--- src/rtl/inv_clark_tf_pkg.sv ---
// Shared types, constants and helpers for the inverse Clarke transform.
package inv_clark_tf_pkg;

  localparam int unsigned PKG_DATA_W = 16;

  // round(sqrt(3)/2 * 2^(w-1)) = round(sqrt(3*2^(2w-4))), via integer sqrt of 4x the radicand
  function automatic int unsigned inv_clark_k(input int unsigned w);
    longint unsigned n;
    longint unsigned r;
    longint unsigned b;
    n = 64'd3 << (2 * w - 2);
    r = 64'd0;
    for (int i = 31; i >= 0; i--) begin
      b = r | (64'd1 << i);
      if (b * b <= n) r = b;
    end
    return 32'((r + 64'd1) >> 1);
  endfunction

  localparam int unsigned INV_CLARK_K = inv_clark_k(PKG_DATA_W);

  // Clamp a signed value to the range of a signed width-bit number.
  function automatic logic signed [63:0] sat_to_w(input logic signed [63:0] value,
                                                  input int unsigned width);
    logic signed [63:0] hi;
    logic signed [63:0] lo;
    hi = (64'sd1 <<< (width - 1)) - 64'sd1;
    lo = -(64'sd1 <<< (width - 1));
    if (value > hi) return hi;
    else if (value < lo) return lo;
    else return value;
  endfunction

  typedef struct packed {
    logic signed [PKG_DATA_W-1:0] alpha;
    logic signed [PKG_DATA_W-1:0] beta;
  } ab_t;

  typedef struct packed {
    logic signed [PKG_DATA_W-1:0] ph_a;
    logic signed [PKG_DATA_W-1:0] ph_b;
    logic signed [PKG_DATA_W-1:0] ph_c;
  } abc_t;

endpackage

--- src/rtl/inv_clark_tf_sat_clip.sv ---
// Signed saturator: narrows IN_W to OUT_W bits and flags when clipping occurred.
module sat_clip
  import inv_clark_tf_pkg::*;
#(
  parameter int unsigned IN_W  = 18,
  parameter int unsigned OUT_W = 16
) (
  input  logic signed [IN_W-1:0]  din,
  output logic signed [OUT_W-1:0] sat_c,
  output logic                    clip_c
);

  logic signed [63:0] ext;
  logic signed [63:0] lim;

  assign ext    = 64'(din);
  assign lim    = sat_to_w(ext, OUT_W);
  assign sat_c  = OUT_W'(lim);
  assign clip_c = (lim != ext);

endmodule

--- src/rtl/inv_clark_tf.sv ---
// Inverse Clarke transform: (alpha, beta) -> (a, b, c), 3-stage pipeline with
// valid/ready handshake, output saturation and a sticky saturation counter.
module inv_clark_tf
  import inv_clark_tf_pkg::*;
#(
  parameter int unsigned DATA_W = 16,
  parameter int unsigned CNT_W  = 8
) (
  input  logic                     clk,
  input  logic                     rst,
  input  logic                     in_valid,
  output logic                     in_ready,
  input  logic signed [DATA_W-1:0] alpha,
  input  logic signed [DATA_W-1:0] beta,
  output logic                     out_valid,
  input  logic                     out_ready,
  output logic signed [DATA_W-1:0] ph_a,
  output logic signed [DATA_W-1:0] ph_b,
  output logic signed [DATA_W-1:0] ph_c,
  output logic                     sat_flag,
  output logic [CNT_W-1:0]         sat_cnt,
  input  logic                     sat_clr
);

  localparam int unsigned K  = inv_clark_k(DATA_W);
  localparam int unsigned PW = 2 * DATA_W;
  localparam int unsigned WW = DATA_W + 2;
  localparam logic signed [PW-1:0] K_X = PW'(K);
  localparam logic signed [PW-1:0] RND = PW'(64'd1 << (DATA_W - 2));

  logic                     stall_c;
  logic signed [PW-1:0]     prod_c;
  logic signed [WW-1:0]     h_c;
  logic signed [WW-1:0]     s_c;
  logic signed [DATA_W-1:0] b_sat_c;
  logic signed [DATA_W-1:0] c_sat_c;
  logic                     b_clip_c;
  logic                     c_clip_c;

  logic                     v1;
  logic signed [DATA_W-1:0] s1_alpha;
  logic signed [PW-1:0]     s1_prod;
  logic                     v2;
  logic signed [DATA_W-1:0] s2_a;
  logic signed [WW-1:0]     s2_b;
  logic signed [WW-1:0]     s2_c;

  assign stall_c  = out_valid && !out_ready;
  assign in_ready = !stall_c;

  assign prod_c = PW'(beta) * K_X;
  // Wide intermediate keeps -alpha/2 and the b/c sums exact before clipping.
  assign h_c    = WW'(s1_alpha) >>> 1;
  assign s_c    = WW'((s1_prod + RND) >>> (DATA_W - 1));

  sat_clip #(.IN_W(WW), .OUT_W(DATA_W)) u_sat_b (
    .din(s2_b), .sat_c(b_sat_c), .clip_c(b_clip_c)
  );

  sat_clip #(.IN_W(WW), .OUT_W(DATA_W)) u_sat_c (
    .din(s2_c), .sat_c(c_sat_c), .clip_c(c_clip_c)
  );

  // Pipeline: every stage advances together unless the output is stalled.
  always_ff @(posedge clk) begin
    if (rst) begin
      v1        <= 1'b0;
      v2        <= 1'b0;
      out_valid <= 1'b0;
      s1_alpha  <= '0;
      s1_prod   <= '0;
      s2_a      <= '0;
      s2_b      <= '0;
      s2_c      <= '0;
      ph_a      <= '0;
      ph_b      <= '0;
      ph_c      <= '0;
      sat_flag  <= 1'b0;
    end else if (!stall_c) begin
      v1 <= in_valid;
      if (in_valid) begin
        s1_alpha <= alpha;
        s1_prod  <= prod_c;
      end
      v2        <= v1;
      s2_a      <= s1_alpha;
      s2_b      <= s_c - h_c;
      s2_c      <= -h_c - s_c;
      out_valid <= v2;
      ph_a      <= s2_a;
      ph_b      <= b_sat_c;
      ph_c      <= c_sat_c;
      sat_flag  <= b_clip_c | c_clip_c;
    end
  end

  // Saturating count of clipped samples handed downstream; clear wins.
  always_ff @(posedge clk) begin
    if (rst || sat_clr) begin
      sat_cnt <= '0;
    end else if (out_valid && out_ready && sat_flag && (sat_cnt != '1)) begin
      sat_cnt <= sat_cnt + CNT_W'(1);
    end
  end

endmodule

--- config.mk ---
export PLATFORM = sky130hd
export DESIGN_NAME = inv_clark_tf
export DESIGN_NICKNAME = d
export VERILOG_FILES = /design/src/rtl/inv_clark_tf_pkg.sv /design/src/rtl/inv_clark_tf_sat_clip.sv /design/src/rtl/inv_clark_tf.sv
export SDC_FILE = /design/constraint.sdc
export NUM_CORES = 1
export LEC_CHECK = 0
export BUFFER_PORTS_ARGS = -buffer_cell sky130_fd_sc_hd__buf_2
export CAP_MARGIN = 0
export CORE_MARGIN = 3
export CORE_UTILIZATION = 45
export DETAILED_ROUTE_END_ITERATION = 7
export PLACE_DENSITY = 0.58
export SYNTH_ARGS = -nofsm -noshare
export SYNTH_HDL_FRONTEND = slang
export SYNTH_SLANG_ARGS = --single-unit
--- constraint.sdc ---
create_clock -name clk -period 7.4 [get_ports clk]
set_input_delay 0.37 -clock clk [delete_from_list [all_inputs] [get_ports clk]]
set_output_delay 0.37 -clock clk [all_outputs]
set_load 0.05 [all_outputs]
## After elaboration in Yosys (flattened, before gate mapping)

Cells that the tools add are included.

| cells by class | value |
|---|---|
| $add $sub $neg | 5 |
| $mul | 1 |
| order comparisons | 4 |
| eq/ne operators | 3 |
| mux-type cells | 4 |
| bitwise gates (word level) | 2 |
| reduce and logical (&&, ||, !) cells | 8 |

Operators by type and width:

| operator | number |
|---|---|
| $mux W64 | 4 |
| $ne A64 B18 Y1 | 2 |
| $gt A18 B16 Y1 const B | 2 |
| $lt A18 B16 Y1 const B | 2 |
| $add A32 B16 Y32 const B | 1 |
| $mul A16 B15 Y31 const B | 1 |
| $neg A15 Y18 | 1 |
| $sub A17 B15 Y18 | 1 |
| $sub A18 B17 Y18 | 1 |
| $add A8 B1 Y8 const B | 1 |
| $ne A8 B8 Y1 const B | 1 |
| $logic_and A1 B1 Y1 | 4 |
| $logic_not A1 Y1 | 2 |
| $reduce_and A2 Y1 | 1 |
| $logic_or A1 B1 Y1 | 1 |
| $not A1 Y1 | 1 |
| $or A1 B1 Y1 | 1 |

| word-level totals | value |
|---|---|
| bits in registers | 159 |
| input bits | 37 |
| output and inout port bits | 59 |

## Logic depth before layout (Yosys ltp)

Gate-level depths: netlist of the first run.

| logic depth | value |
|---|---|
| depth after elaboration | 5 |
| depth in mapped cells | 21 |
| mapped depth without buffers | 20 |

## Cells and area by module

Synthesis of the first run repeated with hierarchy kept, for this count alone.

| second synthesis, totals | value |
|---|---|
| cells, all modules | 1,565 |
| area total of the unflattened synthesis | 12,931.2 um^2 |

Modules (own cells, without submodules):

| module | instances | cells an instance | area each (um^2) |
|---|---|---|---|
| inv_clark_tf | 1 | 1,453 | 12,345.6 |
| sat_clip | 2 | 56 | 292.8 |

## Worst setup path after synthesis of the first run

OpenSTA, ideal clock, no wires.

| path | value |
|---|---|
| path type | input port to flip-flop |
| start point | input port beta[9] |
| end point | register s1_prod[31] |
| setup time | 0.127 ns |
| arrival | 5.011 ns |
| required time | 7.273 ns |
| path slack | 2.262 ns |
| stages | 18 |
| cells stage by stage | ha_1 > inv_1 > fa_1 > inv_1 > fa_1 > fa_1 > fa_1 > inv_1 > fa_1 > inv_1 > ha_1 > and4_1 > and2b_1 > o21ai_1 > a311o_1 > o21ai_2 > nor3_1 > or3_1 |

| between the ends | value |
|---|---|
| longest elaborated chain between the ends | 1 |

Ends and longest elaborated chain:

| what | RTL line | text |
|---|---|---|
| start, declared | inv_clark_tf.sv:14 | `input logic signed [DATA_W-1:0] beta,` |
| $mul A16 B15 Y31 | inv_clark_tf.sv:51 | `assign prod_c = PW'(beta) * K_X;` |
| end signal, assigned | inv_clark_tf.sv:83 | `s1_prod <= prod_c;` |
| end, declared | inv_clark_tf.sv:42 | `logic signed [PW-1:0] s1_prod;` |

Every way passes these cells.
A chain may end at the register's enable or synchronous reset.

## Final worst setup path of the first run

| path | value |
|---|---|
| start point | input port beta[15] |
| end point | register s1_prod[31] |

Same word-level chain as after synthesis.

==> results of run 1 <==
## registers in the layout, indices dropped and copies added (netlist names), 16 cells and up
| name | flops |
|---|---|
| s2_c | 17 |
| ph_a | 16 |
| s1_prod | 18 |
| s2_b | 18 |
| ph_b | 16 |
| s1_alpha | 16 |
| s2_a | 16 |
| ph_c | 16 |
## cell type report
class	count	area (um2)
Clock buffer	18	439
Clock inverter	14	136
Multi-Input combinational cell	1087	8990
Tap cell	378	473
Sequential cell	145	2900
Fill cell	2749	13800
Timing Repair Buffer	101	523
Inverter	239	900
## how the worst max path moves through the flow
stage,from,to,slack (ns),cells after the start
after floorplan,beta[9],s1_prod[31],2.26,18
after global placement,beta[15],s1_prod[31],1.61,17
after detailed placement,beta[15],s1_prod[24],1.52,18
after CTS,beta[15],s1_prod[24],1.98,18
after global routing,beta[15],s1_prod[24],1.61,18
final,beta[15],s1_prod[31],1.98,17
## tightest hold or removal path: stages
cell and delay (ns):
buf_2 0.10, nand2_1 0.05, a21oi_1 0.05
## cell usage in the layout (no fill, tap or decap), types with 11 or more instances in the layout
master	count
xnor2_1	36
inv_1	238
nor3_1	19
and3_1	11
a311oi_1	32
clkbuf_16	17
nor2_1	105
nand3_1	36
nand2_1	168
a21oi_1	125
dfxtp_1	145
o21ai_0	36
nand4_1	15
nand2b_1	32
xor2_1	21
a211oi_1	14
ha_1	159
fa_1	117
a21o_1	20
buf_2	94
## stage by stage
| stage | setup slack [ns] | util |
|---|---|---|
| finish | 1.98 | 0.510 |
| global route | 1.61 | 0.510 |
| CTS | 1.98 | 0.510 |
| detailed placement | 1.52 | 0.490 |
| global placement | 1.61 | 0.490 |
| floorplan | 2.26 | - |
## cells by family after synthesis
logic type,after synthesis
adders and majority gates,276
AOI/OAI and AO/OA,302
muxes,5
DFF,145
and+or+nand+nor,447
xor gates and xnor gates,57
buffers and inverters,296
## per-layer routing
layer  wire length [um]  up-vias  part of all wire
met2              14200      175              0.46
li1                   -     5238                 -
met3               1000       20             0.032
met1              15600     5038              0.50
met4                295        0            0.0095
met5                  0        -                 0
==> impl_metrics.json, run 1 <==
{
  "max-cap-violations": 0,
  "synth_top_area_frac": 0.223,
  "timing.critical_path.cells": "buf_2, ha_1, fa_1, inv_1, fa_1, fa_1, fa_1, inv_1, fa_1, inv_1, ha_1, and4_1, o2111ai_1, a311o_1, o21ai_2, nor3_1, or3_1",
  "yosys.area_share.adder": 0.333,
  "grt_max_degree": 81,
  "post_synth_inst_count": 1528,
  "post-synth-top-count-cell": "inv_1",
  "critPathTopFamily": "adder cells",
  "ys_async_sr_fraction": 0,
  "cts_root_buffer": "clkbuf_16",
  "fp.dieH_um": 176,
  "antenna_cells_inserted": 0,
  "drive_above_1_share": 0.0979,
  "post_synth_main_area_contributors": "dfxtp_1, fa_1, ha_1, inv_1, nand2_1",
  "flop2flop_setup_slack_ns": 3.72,
  "io_pins": 96,
  "worst_ep_required_time_ns": 7.71,
  "postSynthRegisterBits": 145,
  "run_status": "finished clean",
  "place_area_mm2": 0.0138,
  "seq_area_frac_synth": 0.223,
  "critical_path.n_buffers_inverters": 4,
  "mux_contribution_to_synthesized_area": 0.00395,
  "slew_headroom": 0.211,
  "worst_r2r_path_depth": 15,
  "arrival_ns": 5.73,
  "cts_sink_count": 145,
  "core_area_mm2": 0.0282,
  "post_cts_hold_buffer_count": 0,
  "worst_skew_pair.late_latency_ns": 0.43,
  "layout.nets": 1904,
  "synth_enable_flop_cells": 0,
  "worst_hold_path_type": "input pin to register",
  "synthXorXnorAreaFrac": 0.0384,
  "post-cts-setup-buffers": 0,
  "sum_of_overflow_across_all_layers_after_global_routing": 0,
  "r2r-start": "s1_prod[17]",
  "crit_path_max_fanout": 24,
  "setup-tns-final_ns": 0,
  "fp-row-count": 61,
  "finalSetupViolations": 0,
  "worst_clock_skew_ns": 0.0168,
  "timing.critical_path.to_type": "register",
  "critical_path.most_common_cell": "fa_1",
  "syn_to_final_growth_pct": 10.5,
  "remaining_drc_errors": 0,
  "dr.pass1.iters": 5,
  "cts-buffers-inserted": 17,
  "post_synth.cell_area_avg_um2": 8.51,
  "crit_path_start_kind": "input pin",
  "min_period_ns": 5.42,
  "max_freq_mhz": 185,
  "grtUsageMet1": 0.302,
  "min_to": "s1_alpha[0]",
  "global_route_wire_length_before_repair_um": 52100,
  "gpl_congestion": 0.874,
  "synth_area_mm2": 0.0130,
  "grt_antenna_before_repair": 0,
  "htreeDepth": 4,
  "worstReg2RegEnd": "s2_c[17]",
  "grt.busiest_layer": "met2",
  "detail-route-antenna-nets": 0,
  "yosys.area.top_type": "dfxtp_1",
  "worst_hold_slack_ns": 0.169,
  "timing.final.crit_share": 0.732,
  "fp.dieArea_mm2": 0.0310,
  "ys.warnings.count": 0,
  "cts.clk_slew.worst_paths_ns": 0.07,
  "design_area_mm2": 0.0144,
  "cts.repair.resized": 0,
  "vias_in_the_first_global_route": 10200,
  "post_layout_nonfiller_instances": 1982,
  "start_util": 0.462,
  "synth-main-ff-cell": "dfxtp_1",
  "hold_path_startpoint": "alpha[0]",
  "max_slew.worst_pin.slew_ns": 1.18,
  "synthDistinctLibCells": 73,
  "post-place-cells": 1950,
  "placement.io_buffers": 95,
  "cts_buffer_depth": 2,
  "synth_compound_gate_area_share": 0.153,
  "hpwlAfterDp_um": 25100,
  "setup_repair_after_global_routing_missed_its_margin": "false",
  "globalRouteTotalUtil": 0.206,
  "synth_nets": 1841,
  "post_synth_and_or_nand_nor_area_fraction": 0.163,
  "die_w_um": 176,
  "detailroute.via_count": 10500,
  "critical_path_class": "input pin to register",
  "finalHoldViolCount": 0,
  "vias_per_cell": 5.28,
  "detail_route.iter0.violations": 654,
  "wl_um": 31100,
  "slew_viol_final": 0,
  "max_stage_delay_ns": 0.54,
  "hold-path-cell-count": 3,
  "commonest_cells_in_the_synthesized_netlist": "inv_1, nand2_1, ha_1, dfxtp_1, a21oi_1",
  "tritoncts_clock_tree": "done",
  "global_route.usage.met2": 0.333,
  "critPathSlowestCell": "fa_1",
  "grt_util_met3": 0.0260,
  "synth_top_family_by_area": "adder cells",
  "average_wire_length_per_cell_after_detail_routing_um": 15.7
}
Power of run 1 is left out: the tool's default activity adds up to more than one toggle a clock period on the data nets, which glitch-free logic cannot reach.
==> run 2, diff against run 1 <==
--- a/config.mk
+++ b/config.mk
@@ -5,6 +5,7 @@
 export SDC_FILE = /design/constraint.sdc
 export NUM_CORES = 1
 export LEC_CHECK = 0
+export ABC_AREA = 1
 export BUFFER_PORTS_ARGS = -buffer_cell sky130_fd_sc_hd__buf_2
 export CAP_MARGIN = 0
 export CORE_MARGIN = 3
==> constraint.sdc (replaced) <==
create_clock -name clk -period 5.33 [get_ports clk]
set_input_delay 0.2665 -clock clk [delete_from_list [all_inputs] [get_ports clk]]
set_output_delay 0.2665 -clock clk [all_outputs]
set_load 0.05 [all_outputs]
==> impl_metrics.json, run 2 <==
{
  "largestRegisters": "s1_prod: 18 flops, s2_b: 18 flops, s2_c: 17 flops",
  "design_area_mm2": 0.0154,
  "layout.nets": 2315,
  "cts_root_buffer": "clkbuf_16",
  "max_stage_delay_ns": 0.54,
  "tritoncts_clock_tree": "done",
  "preCtsSetupSlack_ns": -0.0863,
  "yosys.area.top_type": "dfxtp_1",
  "commonest_cells_in_the_synthesized_netlist": "inv_1, nand2_1, ha_1, nor2_1, o21ai_0",
  "htreeDepth": 4,
  "post_synth_inst_count": 1918,
  "worst_ep_required_time_ns": 5.65,
  "crit_path_max_fanout": 5,
  "fp.dieArea_mm2": 0.0331,
  "critical_path.most_common_cell": "inv_1",
  "seq_area_frac_synth": 0.208,
  "ys_async_sr_fraction": 0,
  "synthDistinctLibCells": 39,
  "multi_input_comb_area_mm2": 0.00926,
  "post_synth.cell_area_avg_um2": 7.26,
  "io_pins": 96,
  "min_period_ns": 4.99,
  "cts_sink_count": 145,
  "commonest_cells_after_routing_fill_and_taps_aside": "inv_1, nand2_1, ha_1, o21ai_0, nor2_1",
  "crit_path_start_kind": "input pin",
  "setup_repair_after_global_routing_missed_its_margin": "false",
  "place_area_mm2": 0.0148,
  "globalRouteTotalUtil": 0.231,
  "die_w_um": 182,
  "critPathSlowestCell": "fa_1",
  "vias_per_cell": 5.09,
  "worst_hold_path_type": "input pin to register",
  "antenna_cells_inserted": 0,
  "timing.final.crit_share": 0.936,
  "average_wire_length_per_cell_after_detail_routing_um": 15.4,
  "layout.cells.most_common": "inv_1",
  "run_status": "finished clean",
  "drive_above_1_share": 0.0799,
  "placement.io_buffers": 95,
  "global_route_wire_length_before_repair_um": 62200,
  "remaining_drc_errors": 0,
  "setup-tns-final_ns": 0,
  "finalHoldViolCount": 0,
  "critical_path_class": "input pin to register",
  "gpl_congestion": 0.954,
  "cts_buffer_depth": 2,
  "synth_enable_flop_cells": 0,
  "worst_slack_ns": 0.339,
  "detail-route-antenna-nets": 0,
  "synth_top_area_frac": 0.208,
  "core_area_mm2": 0.0301,
  "max_slew.worst_pin.slew_ns": 1.12,
  "max_freq_mhz": 200,
  "post_cts_hold_buffer_count": 0,
  "cts-buffers-inserted": 17,
  "slew_viol_final": 0,
  "vias_in_the_first_global_route": 12000,
  "post-synth-top-count-cell": "inv_1",
  "fillCellCount": 3092,
  "fp-row-count": 63,
  "synth-main-ff-cell": "dfxtp_1",
  "sequential_cell_area_mm2": 0.00290,
  "timing.critical_path.to_type": "register",
  "wl_um": 37100,
  "postSynthRegisterBits": 145,
  "slew_headroom": 0.247,
  "timing.critical_path.cells": "buf_2, inv_1, ha_1, inv_1, fa_1, inv_1, fa_1, fa_1, inv_1, fa_1, inv_1, fa_1, inv_1, ha_1, nand2_1, nor2_2, nand2_1, nor2_1, o21ai_0, nand4_1, nand3_1, nand2_1, inv_1",
  "finalSetupViolations": 0,
  "ys.warnings.count": 0,
  "grt_antenna_before_repair": 0,
  "start_util": 0.463,
  "fp.dieH_um": 182,
  "post_synth_main_area_contributors": "dfxtp_1, fa_1, ha_1, inv_1, nand2_1",
  "dr.pass1.iters": 5,
  "max-cap-violations": 0,
  "synth_area_mm2": 0.0139,
  "synth_nets": 2231,
  "cts.clk_slew.worst_paths_ns": 0.06,
  "worst_skew_pair.late_latency_ns": 0.43,
  "detail_route.iter0.violations": 870,
  "worst_clock_skew_ns": 0.00875,
  "arrival_ns": 5.31,
  "hpwlAfterDp_um": 30500,
  "detailroute.via_count": 12200,
  "syn_to_final_growth_pct": 10.8,
  "sum_of_overflow_across_all_layers_after_global_routing": 0,
  "grt_max_degree": 104
}
run 2: cell types whose count changed after synthesis, sizes merged, moves of 12 or more:
cell	change
a311oi	-33
o21ai	+108
nand2b	-32
nand2	+174
and3	-12
nor2	+49
a211oi	-13
inv	+188
nand3	+65
a21o	-16
xor2	+15
xnor2	-31
a31oi	+22
run 2: timing repair:
action	4_1_cts	5_1_grt
gates resized for setup	0	1
setup buffers	0	0
endpoints found under the setup margin	0	1
run 2: final timing paths:
path	start	end	slack, ns	depth (start not counted)
min reg2reg	v1	v1	0.46	2
max	beta[14]	s1_prod[26]	0.34	23
min	alpha[0]	s1_alpha[0]	0.1	3
max reg2reg	s1_prod[15]	s2_c[14]	1.85	19
run 2: area by class of cell:
| cell class | instances | share of cell area |
|---|---|---|
| clock inverter | 12 | 0.0102 |
| clock buffer | 19 | 0.0287 |
| inverter | 427 | 0.104 |
| multi-input combinational | 1301 | 0.599 |
| timing repair buffer | 110 | 0.0381 |
| tap | 390 | 0.0316 |
| sequential | 145 | 0.188 |
run 2: stage by stage:
step / std cells / util / hold slack (ns)
finish: 2404 / 0.513 / 0.0983
global route: 2404 / 0.513 / 0.125
CTS: 2404 / 0.513 / 0.0889
detailed placement: 2373 / 0.493 / 0.454
global placement: 2373 / 0.493 / 0.449
floorplan: 1918 / - / 0.423
run 2: per-layer routing:
| layer | wire length [um] | track usage | vias to the layer above |
|---|---|---|---|
| li1 | - | - | 6216 |
| met2 | 16100 | 0.361 | 228 |
| met4 | 333 | 0.0323 | 0 |
| met3 | 1490 | 0.0315 | 21 |
| met1 | 19200 | 0.349 | 5780 |
| met5 | 0 | 0 | - |
run 2: worst max-delay path: cells and delay by family:
kind	cells	cell delay, ns
buffers and inverters	8	0.57
AO/OA/AOI/OAI	1	0.26
adder cells (fa/ha/maj)	7	3.23
AND/OR/NAND/NOR	7	0.98
run 2: kinds of logic after synthesis:
logic type      share of synthesized area
flops                               0.208
simple gates                        0.197
xor+xnor                           0.0258
compound gates                      0.130
buf+inv                             0.127
fa+ha+maj                           0.311
Power of run 2 is left out for the same reason.
